**src/rtl/rv_fetch_pkg.sv**
```systemverilog
// rtl/rv_fetch_pkg.sv - shared fetch-stage types and constants
package rv_fetch_pkg;

    localparam logic [31:0] NOP_INSTR = 32'h0000_0013;

    typedef enum logic [1:0] {
        BOOT = 2'd0,
        RUN  = 2'd1,
        HALT = 2'd2
    } fetch_state_e;

    typedef struct packed {
        logic [31:0] pc;
        logic [31:0] pc_plus4;
        logic [31:0] instr;
        logic        valid;
    } if_id_t;

    function automatic if_id_t if_id_bubble(input logic [31:0] nop);
        if_id_t b;
        b.pc       = 32'h0;
        b.pc_plus4 = 32'h0;
        b.instr    = nop;
        b.valid    = 1'b0;
        return b;
    endfunction

endpackage

```
**src/rtl/instruction_fetch_unit_if.sv**
```systemverilog
// rtl/instruction_fetch_unit_if.sv - control, imem and IF/ID signal bundle
interface instruction_fetch_unit_if;
    logic        STALL;
    logic        FLUSH;
    logic        BRANCH_TAKEN;
    logic [31:0] BRANCH_TARGET;
    logic [31:0] IMEM_ADDR;
    logic [31:0] IMEM_INSTRUCTION;
    logic [31:0] IF_ID_PC;
    logic [31:0] IF_ID_PC_PLUS4;
    logic [31:0] IF_ID_INSTRUCTION;
    logic        IF_ID_VALID;
    logic        HALTED;
    logic        MISALIGNED;
    logic [31:0] FETCH_COUNT;

    modport master (
        input  STALL, FLUSH, BRANCH_TAKEN, BRANCH_TARGET, IMEM_INSTRUCTION,
        output IMEM_ADDR, IF_ID_PC, IF_ID_PC_PLUS4, IF_ID_INSTRUCTION,
               IF_ID_VALID, HALTED, MISALIGNED, FETCH_COUNT
    );

    modport slave (
        output STALL, FLUSH, BRANCH_TAKEN, BRANCH_TARGET, IMEM_INSTRUCTION,
        input  IMEM_ADDR, IF_ID_PC, IF_ID_PC_PLUS4, IF_ID_INSTRUCTION,
               IF_ID_VALID, HALTED, MISALIGNED, FETCH_COUNT
    );
endinterface

```
**src/rtl/if_id_register.sv**
```systemverilog
// rtl/if_id_register.sv - IF/ID pipeline register with hold and bubble controls
module if_id_register
    import rv_fetch_pkg::*;
#(
    parameter logic [31:0] BUBBLE_INSTR = rv_fetch_pkg::NOP_INSTR
) (
    input  logic   clk,
    input  logic   rst,
    input  logic   hold,
    input  logic   bubble,
    input  if_id_t d,
    output if_id_t q
);
    if_id_t q_d;
    if_id_t q_q;

    // Bubble wins over hold: a redirect kills the stalled instruction.
    always_comb begin
        q_d = q_q;
        if (bubble) begin
            q_d = if_id_bubble(BUBBLE_INSTR);
        end else if (!hold) begin
            q_d = d;
        end
    end

    always_ff @(posedge clk or posedge rst) begin
        if (rst) begin
            q_q <= if_id_bubble(BUBBLE_INSTR);
        end else begin
            q_q <= q_d;
        end
    end

    assign q = q_q;
endmodule

```
**src/rtl/instruction_fetch_unit.sv**
```systemverilog
// rtl/instruction_fetch_unit.sv - IF stage: PC, redirect, halt-on-zero FSM
module instruction_fetch_unit
    import rv_fetch_pkg::*;
#(
    parameter logic [31:0] RESET_PC     = 32'h0000_0000,
    parameter logic [31:0] NOP_INSTR    = rv_fetch_pkg::NOP_INSTR,
    parameter bit          HALT_ON_ZERO = 1'b1
) (
    input  logic                      CLK,
    input  logic                      RESET,
    instruction_fetch_unit_if.master  bus
);
    fetch_state_e state_d, state_q;
    logic [31:0]  pc_d, pc_q;
    logic [31:0]  fetch_count_d, fetch_count_q;
    logic         halted_d, halted_q;
    logic         misaligned_d, misaligned_q;
    logic         ifid_hold, ifid_bubble;
    logic [31:0]  pc_plus4;
    logic [31:0]  redirect_pc;
    if_id_t       ifid_d, ifid_q;

    assign pc_plus4    = pc_q + 32'd4;
    assign redirect_pc = {bus.BRANCH_TARGET[31:2], 2'b00};

    always_comb begin
        state_d       = state_q;
        pc_d          = pc_q;
        fetch_count_d = fetch_count_q;
        misaligned_d  = 1'b0;
        ifid_hold     = 1'b0;
        ifid_bubble   = 1'b0;
        ifid_d.pc       = pc_q;
        ifid_d.pc_plus4 = pc_plus4;
        ifid_d.instr    = bus.IMEM_INSTRUCTION;
        ifid_d.valid    = 1'b1;
        case (state_q)
            BOOT: begin
                ifid_bubble = 1'b1;
                state_d     = RUN;
            end
            RUN: begin
                if (bus.BRANCH_TAKEN) begin
                    pc_d         = redirect_pc;
                    ifid_bubble  = 1'b1;
                    misaligned_d = |bus.BRANCH_TARGET[1:0];
                end else if (bus.FLUSH) begin
                    pc_d        = pc_plus4;
                    ifid_bubble = 1'b1;
                end else if (bus.STALL) begin
                    ifid_hold = 1'b1;
                end else if (HALT_ON_ZERO && bus.IMEM_INSTRUCTION == 32'h0) begin
                    // The zero word marks unmapped memory; park on its address.
                    ifid_bubble = 1'b1;
                    state_d     = HALT;
                end else begin
                    pc_d          = pc_plus4;
                    fetch_count_d = fetch_count_q + 32'd1;
                end
            end
            HALT: begin
                ifid_bubble = 1'b1;
                if (bus.BRANCH_TAKEN) begin
                    pc_d         = redirect_pc;
                    misaligned_d = |bus.BRANCH_TARGET[1:0];
                    state_d      = RUN;
                end
            end
            default: begin
                ifid_bubble = 1'b1;
                state_d     = BOOT;
            end
        endcase
        halted_d = (state_d == HALT);
    end

    always_ff @(posedge CLK or posedge RESET) begin
        if (RESET) begin
            state_q       <= BOOT;
            pc_q          <= RESET_PC;
            fetch_count_q <= 32'h0;
            halted_q      <= 1'b0;
            misaligned_q  <= 1'b0;
        end else begin
            state_q       <= state_d;
            pc_q          <= pc_d;
            fetch_count_q <= fetch_count_d;
            halted_q      <= halted_d;
            misaligned_q  <= misaligned_d;
        end
    end

    if_id_register #(.BUBBLE_INSTR(NOP_INSTR)) u_if_id (
        .clk    (CLK),
        .rst    (RESET),
        .hold   (ifid_hold),
        .bubble (ifid_bubble),
        .d      (ifid_d),
        .q      (ifid_q)
    );

    assign bus.IMEM_ADDR         = {pc_q[31:2], 2'b00};
    assign bus.IF_ID_PC          = ifid_q.pc;
    assign bus.IF_ID_PC_PLUS4    = ifid_q.pc_plus4;
    assign bus.IF_ID_INSTRUCTION = ifid_q.instr;
    assign bus.IF_ID_VALID       = ifid_q.valid;
    assign bus.HALTED            = halted_q;
    assign bus.MISALIGNED        = misaligned_q;
    assign bus.FETCH_COUNT       = fetch_count_q;
endmodule

```
**src/flat_wrapper.sv**
```systemverilog
// flat-port wrapper written by rule: the top's interface ports become plain ports
module instruction_fetch_unit_flat import rv_fetch_pkg::*;
#(
    parameter logic [31:0] RESET_PC     = 32'h0000_0000,
    parameter logic [31:0] NOP_INSTR    = rv_fetch_pkg::NOP_INSTR,
    parameter bit          HALT_ON_ZERO = 1'b1
)
  (CLK, RESET, bus_STALL, bus_FLUSH, bus_BRANCH_TAKEN, bus_BRANCH_TARGET, bus_IMEM_INSTRUCTION, bus_IMEM_ADDR, bus_IF_ID_PC, bus_IF_ID_PC_PLUS4, bus_IF_ID_INSTRUCTION, bus_IF_ID_VALID, bus_HALTED, bus_MISALIGNED, bus_FETCH_COUNT);
  instruction_fetch_unit_if bus_i ();
  input  logic CLK;
  input  logic RESET;
  input wire logic [$bits(bus_i.STALL)-1:0] bus_STALL;
  input wire logic [$bits(bus_i.FLUSH)-1:0] bus_FLUSH;
  input wire logic [$bits(bus_i.BRANCH_TAKEN)-1:0] bus_BRANCH_TAKEN;
  input wire logic [$bits(bus_i.BRANCH_TARGET)-1:0] bus_BRANCH_TARGET;
  input wire logic [$bits(bus_i.IMEM_INSTRUCTION)-1:0] bus_IMEM_INSTRUCTION;
  output wire logic [$bits(bus_i.IMEM_ADDR)-1:0] bus_IMEM_ADDR;
  output wire logic [$bits(bus_i.IF_ID_PC)-1:0] bus_IF_ID_PC;
  output wire logic [$bits(bus_i.IF_ID_PC_PLUS4)-1:0] bus_IF_ID_PC_PLUS4;
  output wire logic [$bits(bus_i.IF_ID_INSTRUCTION)-1:0] bus_IF_ID_INSTRUCTION;
  output wire logic [$bits(bus_i.IF_ID_VALID)-1:0] bus_IF_ID_VALID;
  output wire logic [$bits(bus_i.HALTED)-1:0] bus_HALTED;
  output wire logic [$bits(bus_i.MISALIGNED)-1:0] bus_MISALIGNED;
  output wire logic [$bits(bus_i.FETCH_COUNT)-1:0] bus_FETCH_COUNT;
  assign bus_i.STALL = bus_STALL;
  assign bus_i.FLUSH = bus_FLUSH;
  assign bus_i.BRANCH_TAKEN = bus_BRANCH_TAKEN;
  assign bus_i.BRANCH_TARGET = bus_BRANCH_TARGET;
  assign bus_i.IMEM_INSTRUCTION = bus_IMEM_INSTRUCTION;
  assign bus_IMEM_ADDR = bus_i.IMEM_ADDR;
  assign bus_IF_ID_PC = bus_i.IF_ID_PC;
  assign bus_IF_ID_PC_PLUS4 = bus_i.IF_ID_PC_PLUS4;
  assign bus_IF_ID_INSTRUCTION = bus_i.IF_ID_INSTRUCTION;
  assign bus_IF_ID_VALID = bus_i.IF_ID_VALID;
  assign bus_HALTED = bus_i.HALTED;
  assign bus_MISALIGNED = bus_i.MISALIGNED;
  assign bus_FETCH_COUNT = bus_i.FETCH_COUNT;
  instruction_fetch_unit #(.RESET_PC(RESET_PC), .NOP_INSTR(NOP_INSTR), .HALT_ON_ZERO(HALT_ON_ZERO)) u_core (.CLK(CLK), .RESET(RESET), .bus(bus_i));
endmodule
```
**config.mk**
```make
export PLATFORM = sky130hd
export DESIGN_NAME = instruction_fetch_unit_flat
export DESIGN_NICKNAME = d
export VERILOG_FILES = /design/src/rtl/rv_fetch_pkg.sv /design/src/rtl/instruction_fetch_unit_if.sv /design/src/rtl/if_id_register.sv /design/src/rtl/instruction_fetch_unit.sv /design/src/flat_wrapper.sv
export SDC_FILE = /design/constraint.sdc
export NUM_CORES = 1
export LEC_CHECK = 0
export CORE_MARGIN = 10
export CORE_UTILIZATION = 35
export CTS_CLUSTER_DIAMETER = 200
export CTS_CLUSTER_SIZE = 28
export DETAILED_ROUTE_END_ITERATION = 16
export GPL_TIMING_DRIVEN = 0
export HOLD_SLACK_MARGIN = 0.06
export SYNTH_ARGS = -nofsm -noshare
export SYNTH_HDL_FRONTEND = slang
export SYNTH_SLANG_ARGS = --single-unit
export TNS_END_PERCENT = 30
```
**constraint.sdc**
```tcl
create_clock -name CLK -period 10.1 [get_ports CLK]
set_input_delay 2.02 -clock CLK [delete_from_list [all_inputs] [get_ports CLK]]
set_output_delay 2.02 -clock CLK [all_outputs]
set_load 0.05 [all_outputs]
```
==> impl_metrics.json <==
{
  "status": "finished, final reports clean",
  "finish.instance_area_sq_um": 10720,
  "cts_tree": "yes",
  "vias_per_cell": 5.386,
  "fin_nets": 1013,
  "remaining_drc_errors": 0,
  "crit_path_start_kind": "primary input",
  "antenna_found_initial": 0,
  "hold_path.class": "flop to flop",
  "htreeDepth": 4,
  "syn-instance-count": 689,
  "synth_top_family_by_area": "compound AO/OA/AOI/OAI gates",
  "place_congestion": 0.8539,
  "max-slew-margin-rel_pct": 33.26,
  "synth.cell_area_sq_um": 7492,
  "worstSetupEndpointType": "flop",
  "r2r-start": "u_core.state_q[1]",
  "cts_made_buffers": 17,
  "row_count": 53,
  "boundaryPins": 232,
  "clk_latency_ns": 0.42,
  "timing.fmax_mhz": 212.1,
  "track_usage_pct": 18.79,
  "yosysTopAreaCell": "dfrtp_1",
  "yosysSeqAreaShare_pct": 53.16,
  "post-route-period-util_pct": 46.67,
  "synthSimpleGateAreaFrac_pct": 14.58,
  "postCtsResizedCells": 0,
  "core_sq_um": 21020,
  "p_leak_nw": 4.480,
  "cts_root_buffer": "clkbuf_16",
  "worstPathArrival_ns": 5.01,
  "vias": 6603,
  "power_density_nw_per_um2": 167.2,
  "crit_start": "bus_IMEM_INSTRUCTION[29]",
  "avgRoutedWirePerCell_um": 21.89,
  "min-delay-start": "u_core.bus.FETCH_COUNT[31]",
  "drv_cap": 0,
  "dieArea_sq_um": 27660,
  "synth_seq_cells": 159,
  "synth_compound_area_share_pct": 19.76,
  "drt_iter0_markers": 424,
  "synth_top_area_share_pct": 52.10,
  "syn_area_per_cell_sq_um": 10.87,
  "placed_area_sq_um": 10130,
  "postCtsHoldBufs": 0,
  "wl_um": 26840,
  "post-cts-setup-buffers": 0,
  "start_util_pct": 35.64,
  "port_buffers": 224,
  "synthAdderAreaFrac_pct": 1.002,
  "yosysWarnings": 0,
  "worstMarginPinSlew_ns": 0.9945,
  "fin_tns_setup_ns": 0,
  "grt_max_degree": 120,
  "dieWidth_um": 166.3,
  "setup_viol": 0,
  "clk_pin_slew_ns": 0.06,
  "drtAntennaViolNets": 0,
  "ir_drop_uv": 106.0,
  "cts_sinks": 159,
  "hpwl_um": 19610,
  "die_h_um": 166.3,
  "synth.area.top_cells": "dfrtp_1 52%, a22o_1 7.8%, xnor2_1 3.6%, nand2_1 3.2%, xor2_1 3.2%",
  "diodes": 0,
  "hold_viol_final": 0,
  "cp_max_fo": 10,
  "rsz0062_at_grt": "false",
  "cts_max_path_buffers": 2,
  "skew_ns": 0.01146,
  "yosysUniqueCellTypes": 55,
  "fin_crit_ns": 4.714,
  "grt_pass1_vias": 6709,
  "path_class": "primary input to flop",
  "drive_gt1_share_pct": 7.886,
  "overflow": 0,
  "first_pass_iters": 5,
  "grt_pass1_wl_um": 41640,
  "finalMaxSlewViolations": 0,
  "muxShareOfSynthArea_pct": 0.4342,
  "critPathRequiredTime_ns": 10.40,
  "yosys.area_share.xor_xnor_pct": 6.780,
  "syn_to_final_growth_pct": 43.05
}
power breakdown:
part           switching [W]  internal (W)  total [W]  leakage [nW]
Combinational       0.000275      0.000150   0.000426          2.11
Sequential         0.0000445      0.000676   0.000720          2.09
Clock               0.000262      0.000384   0.000646         0.284
Total               0.000582       0.00121    0.00179          4.48
worst paths after layout:
check	to	slack, ns	depth (start not counted)
setup reg to reg	u_core.bus.FETCH_COUNT[19]	7.39	8
max in group asynchronous	u_core.u_if_id.q[3]	7.19	3
setup / recovery	u_core.bus.FETCH_COUNT[19]	5.39	7
min in group asynchronous	u_core.u_if_id.q[29]	1.98	2
hold reg to reg	u_core.bus.FETCH_COUNT[31]	0.47	1
hold / removal	u_core.bus.FETCH_COUNT[31]	0.47	1
state kept, by name, indices dropped and copies added, names as in the netlist:
name and flops:
u_core.pc_q 30, u_core.state_q 2, u_core.u_if_id.q 93, u_core.bus.FETCH_COUNT 32, u_core.bus.HALTED 1, u_core.bus.MISALIGNED 1
area by class of cell:
| type | count | area [sq um] |
|---|---|---|
| Tap cell | 275 | 344.1 |
| Clock inverter | 9 | 107.6 |
| Clock buffer | 23 | 478.0 |
| Sequential cell | 159 | 3983 |
| Inverter | 6 | 30.03 |
| Timing Repair Buffer | 225 | 2270 |
| Multi-Input combinational cell | 465 | 3211 |
| Fill cell | 1925 | 10300 |
| Buffer | 64 | 295.3 |
worst max-delay path, stage by stage:
cell	delay [ns]
clkdlybuf4s50_1	0.44
nor4_1	0.39
nand4_1	0.35
o21ai_1	0.88
clkbuf_1	0.63
nor2_1	0.13
xor2_1	0.17
per-layer routing:
metal  GRT usage [%]  part of all wire [%]
met3           5.466                   7.0
met5               0                     0
met2           30.24                    47
met1           24.35                    45
met4           4.391                   1.2
cells in the final DEF, fill, tap and decap left out, drive strengths merged, types with 15 or more instances in the layout:
cell type / Yosys / final
clkdlybuf4s50: 0 / 224
a221oi: 20 / 20
clkbuf: 39 / 62
xor2: 27 / 27
nand3: 30 / 30
nand2: 63 / 63
nand4: 25 / 25
o21ai: 32 / 32
buf: 25 / 26
nor4: 18 / 18
nor2: 19 / 19
o22a: 16 / 16
xnor2: 31 / 31
a2bb2oi: 15 / 15
a22o: 67 / 67
dfrtp: 156 / 156
cells in the mapped netlist (all sizes together):
master and n:
dfrtp 156, a22o 67, nand2 63, clkbuf 39, o21ai 32, xnor2 31
nand3 30, xor2 27, buf 25, nand4 25, a221oi 20, nor2 19
nor4 18, o22a 16, a2bb2oi 15, and3 14, nor3 11, o22ai 9
a211oi 7, a31oi 6, ha 6, inv 6, a21oi 5, and4 4
nor3b 4, o31ai 4, and2 3, dfstp 3, or3 3, a21o 2
a221o 2, mux2 2, nor2b 2, or4 2, a2111oi 1, a211o 1
a21boi 1, and2b 1, conb 1, mux2i 1, nor4b 1, o211a 1
o21a 1, o21bai 1, or2 1
metrics by stage:
step / utilization (%) / worst slack (ns) / instances / total power (W) / hold WS, ns
2_1_floorplan: - / 3.793 / 694 / 0.0009891 / 0.5947
3_3_place_gp: 48.03 / 1.233 / 1193 / 0.001156 / 0.4561
3_5_place_dp: 48.20 / 4.873 / 1194 / 0.001160 / 0.4610
4_1_cts: 50.99 / 5.313 / 1226 / 0.001810 / 0.4691
5_1_grt: 50.99 / 5.259 / 1226 / 0.001861 / 0.4737
6_report: 50.99 / 5.386 / 1226 / 0.001792 / 0.4690
cell families (layout without fill, tap and decap cells):
family | Yosys count | count (layout)
AOI/OAI and AO/OA | 191 | 191
and+or+nand+nor | 201 | 201
xor gates and xnor gates | 58 | 58
other | 1 | 6
muxes | 3 | 3
DFF | 159 | 159
buffers and inverters | 70 | 327
adders and majority gates | 6 | 6
Note: power is estimated with default switching activity, not from simulation.
